## config.mk

```make
export PLATFORM = sky130hd
export DESIGN_NAME = regfile_bist_flat
export DESIGN_NICKNAME = d
export VERILOG_FILES = /design/src/rtl/rf_pkg.sv /design/src/rtl/regfile_bist_if.sv /design/src/rtl/regfile_param.sv /design/src/rtl/regfile_bist.sv /design/src/flat_wrapper.sv
export SDC_FILE = /design/constraint.sdc
export NUM_CORES = 2
export LEC_CHECK = 0
export ABC_AREA = 1
export ABC_CLOCK_PERIOD_IN_PS = 6100
export CORE_MARGIN = 5
export CORE_UTILIZATION = 35
export CTS_CLUSTER_DIAMETER = 100
export DETAILED_ROUTE_END_ITERATION = 7
export GPL_TIMING_DRIVEN = 1
export PLACE_DENSITY = 0.51
export SYNTH_ARGS = -nofsm -noshare
export SYNTH_HDL_FRONTEND = slang
export SYNTH_SLANG_ARGS = --single-unit
```

## constraint.sdc

```tcl
create_clock -name clk -period 6.1 [get_ports clk]
set_clock_uncertainty 0.2 [all_clocks]
set_input_delay 1.22 -clock clk [delete_from_list [all_inputs] [get_ports clk]]
set_output_delay 1.22 -clock clk [all_outputs]
set_load 0.01 [all_outputs]
```

## src/rtl/rf_pkg.sv

```systemverilog
// Shared definitions for the register-file BIST: pattern encodings, FSM states
// and the data-pattern generator.
package rf_pkg;

    // Widest register the pattern generator can describe; callers keep the low XLEN bits.
    localparam int PAT_MAX_W = 64;

    localparam logic [1:0] PAT_ADDR  = 2'd0;
    localparam logic [1:0] PAT_NADDR = 2'd1;
    localparam logic [1:0] PAT_CHK   = 2'd2;
    localparam logic [1:0] PAT_WALK  = 2'd3;

    typedef enum logic [2:0] {
        S_IDLE,
        S_WRITE,
        S_READ,
        S_DRAIN,
        S_DONE
    } state_e;

    function automatic logic [PAT_MAX_W-1:0] pat(input logic [1:0]  sel,
                                                  input logic [31:0] idx,
                                                  input int unsigned xlen);
        logic [PAT_MAX_W-1:0] v;
        case (sel)
            PAT_ADDR:  v = {32'd0, idx};
            PAT_NADDR: v = ~{32'd0, idx};
            PAT_CHK:   v = idx[0] ? {16{4'h5}} : {16{4'hA}};
            default:   v = 64'd1 << (idx % xlen);
        endcase
        return v;
    endfunction

endpackage

```

## src/rtl/regfile_bist_if.sv

```systemverilog
// Control/status bundle of the register-file BIST engine.
interface regfile_bist_if #(
    parameter int AW = 5
) ();
    logic          start;
    logic [1:0]    pattern_sel;
    logic          inject;
    logic [AW-1:0] inject_addr;
    logic          busy;
    logic          done;
    logic          pass;
    logic          err1;
    logic          err2;
    logic [AW-1:0] fail_addr;
    logic [AW+1:0] err_count;

    modport master (
        output start, pattern_sel, inject, inject_addr,
        input  busy, done, pass, err1, err2, fail_addr, err_count
    );

    modport slave (
        input  start, pattern_sel, inject, inject_addr,
        output busy, done, pass, err1, err2, fail_addr, err_count
    );
endinterface

```

## src/rtl/regfile_param.sv

```systemverilog
// Parametrised register file: one synchronous write port, two combinational
// read ports, optional hardwired-zero register 0, no write-to-read bypass.
module regfile_param #(
    parameter  int XLEN     = 32,
    parameter  int NREGS    = 32,
    parameter  int ZERO_REG = 1,
    localparam int AW       = $clog2(NREGS)
) (
    input  logic            clk,
    input  logic            we,
    input  logic [AW-1:0]   waddr,
    input  logic [XLEN-1:0] wdata,
    input  logic [AW-1:0]   raddr1,
    output logic [XLEN-1:0] rdata1,
    input  logic [AW-1:0]   raddr2,
    output logic [XLEN-1:0] rdata2
);

    logic [XLEN-1:0] mem [NREGS];

    // NOTE: storage is deliberately left without reset so it maps onto plain RAM/flops.
    always_ff @(posedge clk) begin
        if (we && !(ZERO_REG != 0 && waddr == '0)) begin
            mem[waddr] <= wdata;
        end
    end

    assign rdata1 = (ZERO_REG != 0 && raddr1 == '0) ? '0 : mem[raddr1];
    assign rdata2 = (ZERO_REG != 0 && raddr2 == '0) ? '0 : mem[raddr2];

endmodule

```

## src/rtl/regfile_bist.sv

```systemverilog
// BIST engine: fills the register file with a pattern, reads it back through both
// ports (ascending / descending) and reports pass, first failing address and count.
module regfile_bist
    import rf_pkg::*;
#(
    parameter int XLEN     = 32,
    parameter int NREGS    = 32,
    parameter int AW       = $clog2(NREGS),
    parameter int ZERO_REG = 1
) (
    input  logic           clk,
    input  logic           reset,
    regfile_bist_if.slave  bus
);

    localparam logic [AW-1:0] LAST = AW'(NREGS - 1);

    state_e          state;
    logic [AW-1:0]   idx;
    logic [1:0]      sel_q;
    logic            inj_q;
    logic [AW-1:0]   inj_addr_q;
    logic            busy_q, done_q, pass_q, err1_q, err2_q;
    logic [AW-1:0]   fail_addr_q;
    logic [AW+1:0]   err_count_q;

    logic [XLEN-1:0] rd1_q, rd2_q, exp1_q, exp2_q;
    logic [AW-1:0]   a1_q, a2_q;
    logic            cmp_valid_q;

    logic [XLEN-1:0] wr_data, rdata1, rdata2, exp1_d, exp2_d;
    logic [PAT_MAX_W-1:0] wr_full, exp1_full, exp2_full;
    logic [AW-1:0]   raddr2;
    logic            mis1, mis2;
    logic [AW+2:0]   cnt_sum;
    logic [AW+1:0]   cnt_next;

    assign raddr2 = LAST - idx;

    // NOTE: every always_comb output gets a value on every path, so no latches appear.
    always_comb begin
        wr_full   = pat(sel_q, 32'(idx), XLEN);
        exp1_full = pat(sel_q, 32'(idx), XLEN);
        exp2_full = pat(sel_q, 32'(raddr2), XLEN);
        wr_data   = wr_full[XLEN-1:0];
        exp1_d    = exp1_full[XLEN-1:0];
        exp2_d    = exp2_full[XLEN-1:0];
        if (inj_q && idx == inj_addr_q) wr_data[0] = ~wr_data[0];
        if (ZERO_REG != 0 && idx == '0)    exp1_d = '0;
        if (ZERO_REG != 0 && raddr2 == '0) exp2_d = '0;
    end

    always_comb begin
        mis1     = cmp_valid_q && (rd1_q != exp1_q);
        mis2     = cmp_valid_q && (rd2_q != exp2_q);
        cnt_sum  = {1'b0, err_count_q} + {{(AW+2){1'b0}}, mis1} + {{(AW+2){1'b0}}, mis2};
        cnt_next = cnt_sum[AW+2] ? '1 : cnt_sum[AW+1:0];
    end

    regfile_param #(
        .XLEN     (XLEN),
        .NREGS    (NREGS),
        .ZERO_REG (ZERO_REG)
    ) u_rf (
        .clk    (clk),
        .we     (state == S_WRITE),
        .waddr  (idx),
        .wdata  (wr_data),
        .raddr1 (idx),
        .rdata1 (rdata1),
        .raddr2 (raddr2),
        .rdata2 (rdata2)
    );

    // NOTE: sequential state uses non-blocking assignments only; later writes in the block win.
    always_ff @(posedge clk or negedge reset) begin
        if (!reset) begin
            state       <= S_IDLE;
            idx         <= '0;
            sel_q       <= '0;
            inj_q       <= 1'b0;
            inj_addr_q  <= '0;
            busy_q      <= 1'b0;
            done_q      <= 1'b0;
            pass_q      <= 1'b0;
            err1_q      <= 1'b0;
            err2_q      <= 1'b0;
            fail_addr_q <= '0;
            err_count_q <= '0;
            rd1_q       <= '0;
            rd2_q       <= '0;
            exp1_q      <= '0;
            exp2_q      <= '0;
            a1_q        <= '0;
            a2_q        <= '0;
            cmp_valid_q <= 1'b0;
        end else begin
            busy_q      <= (state != S_IDLE);
            done_q      <= 1'b0;
            cmp_valid_q <= 1'b0;

            // Checker: compares the read data registered in the previous cycle.
            if (mis1 || mis2) begin
                if (!(err1_q || err2_q)) fail_addr_q <= mis1 ? a1_q : a2_q;
                if (mis1) err1_q <= 1'b1;
                if (mis2) err2_q <= 1'b1;
                err_count_q <= cnt_next;
            end

            case (state)
                S_IDLE: begin
                    if (bus.start) begin
                        sel_q       <= bus.pattern_sel;
                        inj_q       <= bus.inject;
                        inj_addr_q  <= bus.inject_addr;
                        err1_q      <= 1'b0;
                        err2_q      <= 1'b0;
                        fail_addr_q <= '0;
                        err_count_q <= '0;
                        pass_q      <= 1'b0;
                        idx         <= '0;
                        state       <= S_WRITE;
                    end
                end
                S_WRITE: begin
                    if (idx == LAST) begin
                        idx   <= '0;
                        state <= S_READ;
                    end else begin
                        idx <= idx + 1'b1;
                    end
                end
                S_READ: begin
                    rd1_q       <= rdata1;
                    rd2_q       <= rdata2;
                    exp1_q      <= exp1_d;
                    exp2_q      <= exp2_d;
                    a1_q        <= idx;
                    a2_q        <= raddr2;
                    cmp_valid_q <= 1'b1;
                    if (idx == LAST) state <= S_DRAIN;
                    else             idx   <= idx + 1'b1;
                end
                S_DRAIN: state <= S_DONE;
                S_DONE: begin
                    done_q <= 1'b1;
                    pass_q <= (err_count_q == '0);
                    state  <= S_IDLE;
                end
                default: state <= S_IDLE;
            endcase
        end
    end

    assign bus.busy      = busy_q;
    assign bus.done      = done_q;
    assign bus.pass      = pass_q;
    assign bus.err1      = err1_q;
    assign bus.err2      = err2_q;
    assign bus.fail_addr = fail_addr_q;
    assign bus.err_count = err_count_q;

endmodule

```

## src/flat_wrapper.sv

```systemverilog
// flat-port wrapper written by rule: the top's interface ports become plain ports
module regfile_bist_flat import rf_pkg::*;
#(
    parameter int XLEN     = 32,
    parameter int NREGS    = 32,
    parameter int AW       = $clog2(NREGS),
    parameter int ZERO_REG = 1
)
  (clk, reset, bus_start, bus_pattern_sel, bus_inject, bus_inject_addr, bus_busy, bus_done, bus_pass, bus_err1, bus_err2, bus_fail_addr, bus_err_count);
  regfile_bist_if #(.AW(AW)) bus_i ();
  input  logic clk;
  input  logic reset;
  input wire logic [$bits(bus_i.start)-1:0] bus_start;
  input wire logic [$bits(bus_i.pattern_sel)-1:0] bus_pattern_sel;
  input wire logic [$bits(bus_i.inject)-1:0] bus_inject;
  input wire logic [$bits(bus_i.inject_addr)-1:0] bus_inject_addr;
  output wire logic [$bits(bus_i.busy)-1:0] bus_busy;
  output wire logic [$bits(bus_i.done)-1:0] bus_done;
  output wire logic [$bits(bus_i.pass)-1:0] bus_pass;
  output wire logic [$bits(bus_i.err1)-1:0] bus_err1;
  output wire logic [$bits(bus_i.err2)-1:0] bus_err2;
  output wire logic [$bits(bus_i.fail_addr)-1:0] bus_fail_addr;
  output wire logic [$bits(bus_i.err_count)-1:0] bus_err_count;
  assign bus_i.start = bus_start;
  assign bus_i.pattern_sel = bus_pattern_sel;
  assign bus_i.inject = bus_inject;
  assign bus_i.inject_addr = bus_inject_addr;
  assign bus_busy = bus_i.busy;
  assign bus_done = bus_i.done;
  assign bus_pass = bus_i.pass;
  assign bus_err1 = bus_i.err1;
  assign bus_err2 = bus_i.err2;
  assign bus_fail_addr = bus_i.fail_addr;
  assign bus_err_count = bus_i.err_count;
  regfile_bist #(.XLEN(XLEN), .NREGS(NREGS), .AW(AW), .ZERO_REG(ZERO_REG)) u_core (.clk(clk), .reset(reset), .bus(bus_i));
endmodule
```

==> run summary <==
The flow ran to the end, and the final reports show no timing, DRC or antenna violations. The die is 415 um tall. The count of pins over their slew limit came out at 0. At the worst endpoint, the arrival time is 4.86 ns. The fraction of the mapped netlist area in compound gates is 0.203. The count of final hold-check violations came out at 0.

With fillers left out, the area of the finished cells amounts to 0.0644 sq mm. The post-CTS setup buffer count came out at 0. Routability-driven placement finished with a final weighted congestion of 0.867. The depth of the CTS H-tree came out at 4.

For this run, the leading register cell type out of synthesis is edfxtp_1. The path class of the tightest hold or removal check is input port to asynchronous set/reset pin. The longest clock path from root to sink contains 3 buffers. The power density normalized to cell area is 519 mW/mm^2.

The post-cts resize count came out at 0. For this block, the routed nets add up to 207000 um of wire. The detail route stage leaves a number of antenna-violating nets equal to 0. In this run, synthesis inferred 1024 flip-flops with an integrated enable.

The pin count of the biggest net entering global routing is 242. Setup total negative slack on the finished layout was measured at 0 ns. After clock tree synthesis, the flow added hold-fix buffers numbering 0. The reported max-cap violation count came out at 0. The parity-gate share of the synthesized area counting xor and xnor cells came out at 0.00610. The time the worst path needs with I/O delays and setup is 4.60 ns. The global-route wire length before repair came out at 295000 um. The initial DRC count is 6142.

The worst register-to-register path begins at u_core.idx[1]. The via total after detailed routing is 45.7k. The worst register-to-register path ends at u_core.u_rf.mem[19][19]. The via density per instance came out at 5.59. In the final layout, the share of cells above drive strength 1 is 0.0645. The mean post-synth cell area came out at 9.55 sq um. The HPWL after detailed placement is 113000 um.

The CTS root buffer is clkbuf_16. For the pin with the worst max-slew slack, the measured transition is 1.22 ns. The clock slew at the register clock pins of the worst setup and hold paths came out at 0.06 ns. The average wire per standard cell came out at 25.3 um. TritonCTS built the clock tree. The period utilization came out at 0.754. STA classifies the critical path startpoint as a flop. The tree built by TritonCTS fans out to 1196 sinks. Measured against its own limit, the worst slew margin works out to 0.187. For this run, the number of Yosys warnings is 0. After floorplanning, the core was divided into 148 placement rows. Of the post-synthesis cell area, the part taken by muxes is 0. The first TritonRoute pass finished after 6 iterations.

The maximum achievable frequency came out at 217 MHz. The number of top-level pins is 28. The number of buffers inserted by port buffering came out at 27.

The TritonCTS buffer count is 135. In the global route stage, overall resource usage came out at 0.232. The clock insertion delay at the later pin of the skew report is 0.79 ns. At the end of the flow, the number of nets in the layout was 5911. The overall overflow remaining after global route is 0. The worst register-to-register path has a setup slack of 1.50 ns. The number of cells on the worst reg-to-reg path is 8. After synthesis the cells add up to 0.0574 sq mm. Setup repair after global routing left no endpoint under its margin. The number of register bits inferred by synthesis is 1196.

Of the total synthesized cell area, the portion taken by full adders, half adders and majority gates is 0.00209. Tracing the worst setup path back leads to its startpoint at u_core.idx[1]. The critical path ends at u_core.u_rf.mem[19][19].

The die width is 415 um. The synthesized instance count is 6014. The worst setup path category is flop to flop. Of all flip-flops after synthesis, the portion carrying an async set or reset was 0.144.

The via count of the first global-routing pass came to 42.0k. The area of the die is 0.172 sq mm. The distinct cell type count after synthesis is 42.

The core area is 0.163 sq mm. The number of setup violations in the final report is 0. For this configuration, the core starts out at a cell density of 0.352. The share of synthesized area occupied by flip-flops and latches is 0.610. The initial antenna violation count is 3.

After synthesis, the largest family of logic cells by area is compound AO/OA/AOI/OAI gates. The layout-stage area growth over the synthesis result came out at 12.2%. Summing all placed instances gives a cell area of 0.0599 sq mm.

Across all hold checks on the routed design, the worst slack comes to 0.286 ns. The worst supply voltage drop on vdd came out at 0.437 mV. The required time of the critical path is 6.36 ns. The static leakage came out at 22.9 nW.

Of the total synthesized cell area, the portion taken by AND, OR, NAND and NOR gates is 0.115. The total DRC errors in the routed layout came out at 0. Along the worst path, the maximum fanout reaches 75. The worst setup path is captured at a flop.
[cells by family after synthesis]
group	Yosys count
adder cells (fa/ha/maj)	9
other	1
AND/OR/NAND/NOR	1630
XOR/XNOR	40
AO/OA/AOI/OAI	2291
flip-flops	1196
buffers and inverters	847
[power breakdown]
part,switching (mW),internal (mW),total (mW)
combinational,9.86,3.28,13.1
clock,3.43,5.06,8.48
sequential,0.523,11.3,11.8
[stage by stage]
step | power, mW | setup WS, ns | instances | utilization
global placement | 24.8 | 1.67 | 7929 | 0.367
floorplan | 20.6 | 1.40 | 6045 | -
finish | 33.5 | 1.50 | 8181 | 0.395
detailed placement | 24.9 | 1.63 | 7929 | 0.367
CTS | 33.4 | 1.61 | 8179 | 0.395
global route | 35.3 | 1.45 | 8179 | 0.395
[sequential cells by signal, summed over array words and instances, names as in the netlist]
signal                count
u_core.a1_q               5
u_core.a2_q               5
u_core.bus.busy           1
u_core.bus.done           1
u_core.bus.err1           1
u_core.bus.err2           1
u_core.bus.err_count      7
u_core.bus.fail_addr      5
u_core.bus.pass           1
u_core.cmp_valid_q        1
u_core.exp1_q            32
u_core.exp2_q            32
u_core.idx                5
u_core.inj_addr_q         5
u_core.inj_q              1
u_core.rd1_q             32
u_core.rd2_q             32
u_core.sel_q              2
u_core.state              3
u_core.u_rf.mem        1024
[Yosys cell counts (2+ instances only)]
library cell  count  area, sq um
a21oi_1         725         3630
a22o_1           35          307
a31oi_1          13         81.3
buf_1            46          173
buf_2           130          651
buf_4            32          240
buf_6            19          214
clkbuf_1        212          796
dfrtp_1         172         4300
edfxtp_1       1024        30700
ha_1              8          100
inv_1           394         1480
inv_2            13         48.8
nand2_1         606         2270
nand3_1           9         45.0
nand4_1          77          482
nor2_1          816         3060
nor3_1           47          235
nor3_2            3         30.0
nor4_1           13         81.3
o21ai_0        1234         6180
o21ai_1         248         1240
o21bai_1          2         15.0
o22ai_1          29          181
or2_0            17          106
or2_1            35          219
or2_2             2         12.5
xnor2_1          35          307
xor2_1            5         43.8
[area by class of cell]
| cell class | count | area, sq um |
|---|---|---|
| Inverter | 408 | 1550 |
| Sequential cell | 1196 | 35100 |
| Clock inverter | 63 | 751 |
| Tap cell | 2175 | 2720 |
| Timing Repair Buffer | 148 | 1410 |
| Multi-Input combinational cell | 4002 | 19100 |
| Antenna cell | 2 | 5.00 |
| Clock buffer | 187 | 3810 |
| Fill cell | 15900 | 98500 |
[routing by layer]
layer | vias up | share of wire | GRT usage
met3 | 365 | 0.076 | 0.0370
met1 | 22600 | 0.42 | 0.316
li1 | 20800 | - | -
met4 | 0 | 0.040 | 0.0896
met5 | - | 0 | 0
met2 | 1945 | 0.46 | 0.372
[worst min path at each step]
stage,to
6_report,u_core.bus.fail_addr[0]
5_1_grt,u_core.a2_q[4]
4_1_cts,u_core.inj_addr_q[0]
3_5_place_dp,u_core.a2_q[3]
3_3_place_gp,u_core.a2_q[0]
2_1_floorplan,u_core.inj_q
[critical path, stage by stage (launching register included)]
cell     delay [ns]
dfrtp_4        0.73
inv_8          0.30
ha_1           0.34
inv_1          0.39
nor2_1         0.12
inv_2          0.10
nand3_1        0.66
nor2_4         1.04
buf_12         0.32
[placed cells by master (no fill, tap or decap), types with 21 or more instances in the layout]
| master | instances |
|---|---|
| nor3_2 | 21 |
| clkbuf_16 | 143 |
| nand2_1 | 605 |
| a22o_1 | 35 |
| clkinv_2 | 23 |
| or2_1 | 35 |
| clkbuf_1 | 37 |
| o22ai_1 | 29 |
| nand4_1 | 77 |
| conb_1 | 32 |
| inv_1 | 388 |
| xnor2_1 | 35 |
| buf_4 | 103 |
| edfxtp_1 | 1024 |
| dfrtp_1 | 170 |
| o21ai_0 | 1234 |
| nor2_1 | 805 |
| a21oi_1 | 724 |
| nor3_1 | 26 |
| o21ai_1 | 248 |
| clkdlybuf4s50_1 | 26 |
(Power assumes the default switching activity.)
